--- config.mk ---
export PLATFORM = sky130hd
export DESIGN_NAME = digit_scan_driver
export DESIGN_NICKNAME = d
export VERILOG_FILES = /design/src/rtl/digit_scan_driver.sv
export SDC_FILE = /design/constraint.sdc
export NUM_CORES = 1
export LEC_CHECK = 0
export ABC_AREA = 1
export BUFFER_PORTS_ARGS = -buffer_cell sky130_fd_sc_hd__clkbuf_2
export CAP_MARGIN = 40
export CORE_MARGIN = 1
export CORE_UTILIZATION = 61
export DETAILED_ROUTE_END_ITERATION = 8
export GPL_TIMING_DRIVEN = 0
export PLACE_DENSITY = 0.91
export SLEW_MARGIN = 20
export SYNTH_ARGS = -nofsm -noshare
export SYNTH_HDL_FRONTEND = slang
export SYNTH_SLANG_ARGS = --single-unit
--- constraint.sdc ---
create_clock -name clk -period 4.2 [get_ports clk]
set_input_delay 0.63 -clock clk [delete_from_list [all_inputs] [get_ports clk]]
set_output_delay 0.63 -clock clk [all_outputs]
set_load 0.05 [all_outputs]
--- src/rtl/digit_scan_driver.sv ---
// digit_scan_driver: multiplexed seven-segment scanner.
//
// Walks an active-low one-hot digit select across DIGITS positions, one slot of
// CLK_DIV cycles per digit. The first BLANK_CYCLES cycles of each slot keep all
// selects off so the previous digit's segments cannot ghost onto the next one.
// Display data is captured once per frame, so a digit never changes mid-frame.
//
// Optional feature: define DIGIT_SCAN_DIMMING_EN to add a 16-step brightness
// input that gates the drive with a free-running 4-bit phase counter.
//
// Ports:
//   clk          system clock
//   rst          synchronous active-high reset
//   en           scan enable; low blanks the display and freezes the scan
//   digit_data   packed 4-bit codes, digit i at [4i+3:4i]
//   blank_mask   1 = digit i dark for its whole slot
//   dp_mask      1 = decimal point lit on digit i
//   bright       (dimming build only) lit phases 0..bright of every 16 cycles
//   sel          active-low digit select, at most one bit low
//   seg          active-low segments {dp,g,f,e,d,c,b,a}
//   scan_idx     digit position currently addressed
//   frame_start  one-cycle pulse when the scan wraps back to digit 0
module digit_scan_driver #(
    parameter int unsigned DIGITS       = 8,
    parameter int unsigned CLK_DIV      = 100000,
    parameter int unsigned BLANK_CYCLES = 16
) (
    input  logic                       clk,
    input  logic                       rst,
    input  logic                       en,
    input  logic [4*DIGITS-1:0]        digit_data,
    input  logic [DIGITS-1:0]          blank_mask,
    input  logic [DIGITS-1:0]          dp_mask,
`ifdef DIGIT_SCAN_DIMMING_EN
    input  logic [3:0]                 bright,
`endif
    output logic [DIGITS-1:0]          sel,
    output logic [7:0]                 seg,
    output logic [$clog2(DIGITS)-1:0]  scan_idx,
    output logic                       frame_start
);

    localparam int unsigned IDX_W = $clog2(DIGITS);
    localparam int unsigned P_W   = (CLK_DIV > 1) ? $clog2(CLK_DIV) : 1;

    localparam logic [P_W-1:0]    P_LAST   = P_W'(CLK_DIV - 1);
    localparam logic [P_W-1:0]    P_LIT    = P_W'(BLANK_CYCLES);
    localparam logic [IDX_W-1:0]  IDX_LAST = IDX_W'(DIGITS - 1);
    localparam logic [DIGITS-1:0] SEL_D0   = {{(DIGITS-1){1'b0}}, 1'b1};

    // Active-low {g,f,e,d,c,b,a}; A-F use the usual mixed-case glyphs.
    function automatic logic [6:0] seg_decode(input logic [3:0] code);
        logic [6:0] s;
        case (code)
            4'h0:    s = 7'h40;
            4'h1:    s = 7'h79;
            4'h2:    s = 7'h24;
            4'h3:    s = 7'h30;
            4'h4:    s = 7'h19;
            4'h5:    s = 7'h12;
            4'h6:    s = 7'h02;
            4'h7:    s = 7'h78;
            4'h8:    s = 7'h00;
            4'h9:    s = 7'h10;
            4'hA:    s = 7'h08;
            4'hB:    s = 7'h03;
            4'hC:    s = 7'h46;
            4'hD:    s = 7'h21;
            4'hE:    s = 7'h06;
            default: s = 7'h0E;
        endcase
        return s;
    endfunction

    logic [P_W-1:0]      p_q, p_d;
    logic [IDX_W-1:0]    idx_q, idx_d;
    logic                frame_start_q, frame_start_d;
    logic [DIGITS-1:0]   sel_q, sel_d;
    logic [7:0]          seg_q, seg_d;
    logic [4*DIGITS-1:0] snap_data_q, snap_data_d;
    logic [DIGITS-1:0]   snap_blank_q, snap_blank_d;
    logic [DIGITS-1:0]   snap_dp_q, snap_dp_d;
    // Set by reset so the first enabled cycle captures real data.
    logic                load_pend_q, load_pend_d;

    logic                slot_end;
    logic                frame_wrap;
    logic                snap_load;
    logic                drive;
    logic                dim_ok;
    logic [3:0]          cur_code;

`ifdef DIGIT_SCAN_DIMMING_EN
    logic [3:0]          q_q, q_d;

    always_comb begin
        q_d    = en ? q_q + 4'd1 : q_q;
        dim_ok = (q_q <= bright);
    end

    always_ff @(posedge clk) begin
        if (rst) begin
            q_q <= 4'd0;
        end else begin
            q_q <= q_d;
        end
    end
`else
    assign dim_ok = 1'b1;
`endif

    always_comb begin
        slot_end   = (p_q == P_LAST);
        frame_wrap = slot_end && (idx_q == IDX_LAST);
        snap_load  = en && (load_pend_q || frame_wrap);

        p_d           = p_q;
        idx_d         = idx_q;
        frame_start_d = 1'b0;
        load_pend_d   = load_pend_q && !en;
        snap_data_d   = snap_data_q;
        snap_blank_d  = snap_blank_q;
        snap_dp_d     = snap_dp_q;

        if (en) begin
            if (slot_end) begin
                p_d   = '0;
                idx_d = frame_wrap ? '0 : idx_q + 1'b1;
            end else begin
                p_d = p_q + 1'b1;
            end
            frame_start_d = frame_wrap;
        end

        if (snap_load) begin
            snap_data_d  = digit_data;
            snap_blank_d = blank_mask;
            snap_dp_d    = dp_mask;
        end

        // Outputs are registered from the current (pre-update) scan state.
        cur_code = snap_data_q[{idx_q, 2'b00} +: 4];
        drive    = en && (p_q >= P_LIT) && !snap_blank_q[idx_q] && dim_ok;

        sel_d = '1;
        seg_d = 8'hFF;
        if (drive) begin
            sel_d = ~(SEL_D0 << idx_q);
            seg_d = {~snap_dp_q[idx_q], seg_decode(cur_code)};
        end
    end

    always_ff @(posedge clk) begin
        if (rst) begin
            p_q           <= '0;
            idx_q         <= '0;
            frame_start_q <= 1'b0;
            sel_q         <= '1;
            seg_q         <= 8'hFF;
            snap_data_q   <= '0;
            snap_blank_q  <= '0;
            snap_dp_q     <= '0;
            load_pend_q   <= 1'b1;
        end else begin
            p_q           <= p_d;
            idx_q         <= idx_d;
            frame_start_q <= frame_start_d;
            sel_q         <= sel_d;
            seg_q         <= seg_d;
            snap_data_q   <= snap_data_d;
            snap_blank_q  <= snap_blank_d;
            snap_dp_q     <= snap_dp_d;
            load_pend_q   <= load_pend_d;
        end
    end

    assign sel         = sel_q;
    assign seg         = seg_q;
    assign scan_idx    = idx_q;
    assign frame_start = frame_start_q;

endmodule

Word level (Yosys, flattened, before mapping)
Memory sizes are Yosys's and may differ from the RTL's. A register that Yosys moved wholly into a read port is not among the register bits.
Index checks and enable logic that the tools add are counted.
Word-level totals
  register bits after elaboration: 86
  ROM bits: 112
  input port bits: 51
  output and inout bits: 20
  memories: 1
Cells by class
  add/sub/neg operators: 2
  magnitude comparators: 2
  eq/ne operators: 2
  shift operators: 2
  mux-type cells: 6
  bitwise logic cells: 4
  reductions and logical operators: 11
Memory list
  (name not given): words 16, bits a word 7, read ports 1, clocked after Yosys merged registers in 1, wr ports 0, RTL line 54  | case (code)
Operators with widths (number)
  indexed part select 32 x 6 -> 4 bit: 1
  adder 17 x 1 -> 17 bit (second input constant): 1
  == test 17 bit (second input constant): 1
  greater-or-equal comparator 17 x 5 -> 1 bit (second input constant): 1
  2-to-1 mux 17 bit: 1
  inverter 8 bit: 1
  << shifter 1 x 3 -> 8 bit (first input constant): 1
  binary-select mux 1 bit (select 3 bit): 2
  logical AND 1 bit: 5
  less-than comparator 3 x 4 -> 1 bit (second input constant): 1
  OR reduction 2 bit: 2
  adder 3 x 1 -> 3 bit (second input constant): 1
  == test 3 bit (second input constant): 1
  2-to-1 mux 3 bit: 1
  inverter 1 bit: 3
  zero test 1 bit: 2
  2-to-1 mux 1 bit: 2
  AND reduction 2 bit: 1
  logical OR 1 bit: 1

Depth between registers and ports, before layout
  word-level depth: 6
  gate-level depth with buffers: 13
  mapped depth without buffers: 12

Worst setup path before layout
No wires, ideal clock.
  path type: register to register
  start point: register idx_q[0], in the netlist scan_idx[0]
  end point: register seg_q[6], in the netlist seg[6]
  data arrival time: 2.004 ns
  path slack: 2.072 ns
  cell stages (with the launch flop): 13
  clock period less this slack: 2.128 ns
  cells stage by stage: dfxtp_1 buf_2 buf_4 nand2_1 nand3_1 nand3_1 nand2_1 inv_1 ha_1 nand3_1 nand2_1 nand2_1 nand3_1
On the way
  longest elaborated chain between the ends: 6
  elaborated cells on any way between the ends: 7
  classes of those cells: shift (1); mux (2); bitwise (1); reduce/logical (3)
Ends and longest elaborated chain
  from (decl): RTL line 76  | logic [IDX_W-1:0] idx_q, idx_d;
  from (signal assigned): RTL line 166  | idx_q <= idx_d;
  binary-select mux 1 bit (select 3 bit): RTL line 143  | drive = en && (p_q >= P_LIT) && !snap_blank_q[idx_q] && dim_ok;
  2-to-1 mux 1 bit (not written as such): RTL line 143
  zero test 1 bit: RTL line 143
  logical AND 1 bit: RTL line 143
  inverter 1 bit (no source line)
  OR reduction 2 bit (no source line)
  to (decl): RTL line 79  | logic [7:0] seg_q, seg_d;
Parallel ways exist; a longest one is shown, timed or not. The select of a mux whose other input is x is not followed.
A chain may end at the register's enable or synchronous reset.

Worst setup path after layout
  start point: register idx_q[0], in the netlist scan_idx[0]
  end point: register seg_q[1], in the netlist seg[1]
Same word-level chain as after synthesis.

==> metrics.csv <==
metric;value;unit
die width;87.61;um
worst reg2reg path depth;11;
DIE HEIGHT;87.61;um
cell area after synthesis;4471;sq um
outcome;complete, no violations;
largest net degree at the start of global routing;15;
RR Endpoint;seg[1]$_SDFF_PP1_;
worst hold endpoint;load_pend_q$_SDFF_PP1_;
total gr overflow;0;
CP top delay family;simple AND/OR/NAND/NOR gates;
RSZ-0062 raised after global routing;false;
worst slew pin tran;0.6070;ns
clk slew on worst S/H paths;0.08;ns
Slew Viols, Final;0;
Worst Skew;0.009782;ns
Critical Path Sink Type;flip-flop;
CTS Sinks;86;
area grow syn2layout;15.51;%
Hold Vio Cnt, Final;0;
Routed wire per std cell;12.91;um
nets;836;
antenna violation net count after detailed routing;0;
syn_nets;757;
Core ar.;6944;sq um
layout cells sized above 1;0.1430;
Slew HR;0.5953;
sequential fraction of the synthesis area;0.3851;
critical path cell sequence;buf_2, buf_2, nand2_1, o211ai_1, nand3_1, nand2_1, ha_1, nand3_1, nor2_1, nor2_1, nand2_1;
final WL;11250;um
DR pass1 iterations;5;
vias in the first global route;4227;
Die Footprint;7676;sq um
worst-case clock buffer depth;2;
Leak;2.639;nW
vias per inst;5.313;
CTS Buf Count;9;
Yosys warning count;0;
kind of critical path;reg2reg;
Port-buffer cells;68;
CTS Root Cell;clkbuf_8;
Placer Congestion;0.8927;
Slowest cell on crit path;dfxtp_1;
Final HPWL DP;7859;um
max incr delay on CP;0.46;ns
commonest cells after routing, fill and taps aside;nand2_1 (167), nor2_1 (104), inv_1 (97), nand3_1 (89), dfxtp_1 (86);
initial antenna violation count;0;
Iteration-0 DRC Markers;368;
Total GRT Usage;0.3212;
clock latency on the worst-skew pair;0.37;ns
CP startpoint kind;flip-flop;
num rows;30;
Synth cell types;26;
critical path peak fanout;10;
Final Power;0.001784;W
R2R setup slack;1.90;ns
most frequent CP cell;nand2_1;
reg2reg start;scan_idx[0]$_SDFFE_PP0P_;
setup TNS;0;ns
Tmin final;2.298;ns
Placed Area;4931;sq um
DR DRC count;0;
first-pass GRT wire length;19090;um
CTS H-Tree Depth;3;
hold_sp;load_pend_q$_SDFF_PP1_;
power density cells;345.5;nW/um^2
Post-CTS Setup Inserts;0;
Peak VDD IR;0.0002152;V
FF+latch count, synth;86;
WHS Path Cells;2;
data arrival time of the worst path;2.55;ns
# IOs;71;
Syn Inst Count;692;
DR vias;4633;
most common cell after layout, fill and taps aside;nand2_1;
antenna cells;0;
Synth Area per Inst;6.460;sq um
WP buf/inv;2;
max_cap viols;0;
Final Cell Area;5164;sq um
Final Setup Violations;0;
hold_buf cts;0;
Final Cycle Share;0.5472;
Filler Cells Inserted;538;
Initial Utilization;0.6438;
kind of path behind the tightest hold check;reg2reg;
worst path required time;4.45;ns
CTS resizes;0;
Max Fclk;435.2;MHz
CTS tree;done;
registers in the layout, indices dropped and copies added, names as in the netlist:
| register | cells |
|---|---|
| load_pend_q | 1 |
| seg | 8 |
| p_q | 17 |
| snap_dp_q | 8 |
| snap_blank_q | 8 |
| frame_start | 1 |
| snap_data_q | 32 |
| sel | 8 |
| scan_idx | 3 |
worst reg2reg max path, stage by stage, from the launching register on:
cell and delay (ns):
dfxtp_1 0.46, buf_2 0.28, buf_2 0.30, nand2_1 0.10, o211ai_1 0.11, nand3_1 0.13, nand2_1 0.20, ha_1 0.27
nand3_1 0.11, nor2_1 0.07, nor2_1 0.09, nand2_1 0.07
Yosys cell counts:
| cell type | instances | area, sq um |
|---|---|---|
| a211oi_1 | 2 | 15.01 |
| buf_1 | 5 | 18.77 |
| nor2_2 | 2 | 12.51 |
| nand2_1 | 167 | 626.9 |
| ha_1 | 14 | 175.2 |
| nor3_1 | 6 | 30.03 |
| nor2_1 | 104 | 390.4 |
| nor3b_1 | 1 | 7.510 |
| clkbuf_1 | 10 | 37.54 |
| nand2_2 | 3 | 18.77 |
| nand3_1 | 89 | 445.4 |
| inv_1 | 97 | 364.1 |
| nand3_2 | 1 | 10.01 |
| a32o_1 | 2 | 20.02 |
| buf_6 | 5 | 56.30 |
| dfxtp_1 | 86 | 1722 |
| nand4_1 | 6 | 37.54 |
| o211ai_1 | 2 | 15.01 |
| clkinv_1 | 1 | 3.750 |
| xor2_1 | 3 | 26.28 |
| xnor2_1 | 1 | 8.760 |
| and3_1 | 1 | 6.260 |
| buf_2 | 16 | 80.08 |
| a21oi_1 | 55 | 275.3 |
| o21ai_0 | 12 | 60.06 |
| buf_4 | 1 | 7.510 |
worst max path at each step:
| stage | depth (start not counted) | to | start | slack (ns) |
|---|---|---|---|---|
| finish | 11 | seg[1]$_SDFF_PP1_ | scan_idx[0]$_SDFFE_PP0P_ | 1.90 |
| global route | 12 | seg[3]$_SDFF_PP1_ | scan_idx[0]$_SDFFE_PP0P_ | 1.78 |
| CTS | 12 | seg[6]$_SDFF_PP1_ | scan_idx[0]$_SDFFE_PP0P_ | 1.97 |
| detailed placement | 12 | seg[0]$_SDFF_PP1_ | scan_idx[0]$_SDFFE_PP0P_ | 2.07 |
| global placement | 11 | seg[1]$_SDFF_PP1_ | scan_idx[0]$_SDFFE_PP0P_ | 2.10 |
| floorplan | 12 | seg[6]$_SDFF_PP1_ | scan_idx[0]$_SDFFE_PP0P_ | 2.07 |
power by group:
part / leakage [nW] / switching, W / internal [W] / total [W]
registers: 0.705 / 0.0000223 / 0.000853 / 0.000876
clock network: 0.117 / 0.000308 / 0.000371 / 0.000679
logic: 1.82 / 0.000139 / 0.0000903 / 0.000229
total: 2.64 / 0.000469 / 0.00131 / 0.00178
kinds of logic after synthesis:
| group | share of synthesized area |
|---|---|
| XOR/XNOR | 0.007838 |
| buffers and inverters | 0.1271 |
| AND/OR/NAND/NOR | 0.3546 |
| adder cells (fa/ha/maj) | 0.03918 |
| AO/OA/AOI/OAI | 0.08620 |
| flip-flops | 0.3851 |
cell type report:
type,count,area (sq um),area share
Multi-Input combinational cell,471,2181,0.4223
Buffer,37,200.2,0.03877
Clock buffer,12,155.1,0.03005
Clock inverter,4,77.57,0.01502
Inverter,98,367.9,0.07124
Sequential cell,86,1722,0.3334
Timing Repair Buffer,68,340.3,0.06591
Tap cell,96,120.1,0.02326
per-stage QoR:
stage / hold slack (ns) / cells / util / setup slack (ns)
after global routing: 0.5044 / 872 / 0.7436 / 1.779
after CTS: 0.4871 / 872 / 0.7436 / 1.972
final: 0.4899 / 872 / 0.7436 / 1.902
after detailed placement: 0.4678 / 856 / 0.7101 / 2.067
after global placement: 0.4563 / 856 / 0.7101 / 2.096
after floorplan: 0.4463 / 692 / - / 2.072
per-layer routing:
metal / track usage / routed length, um
met2: 0.5142 / 5235
met5: 0 / 0
met3: 0.07446 / 838
met1: 0.4160 / 4911
met4: 0.1401 / 268
Note: power is estimated with default switching activity, not from simulation.
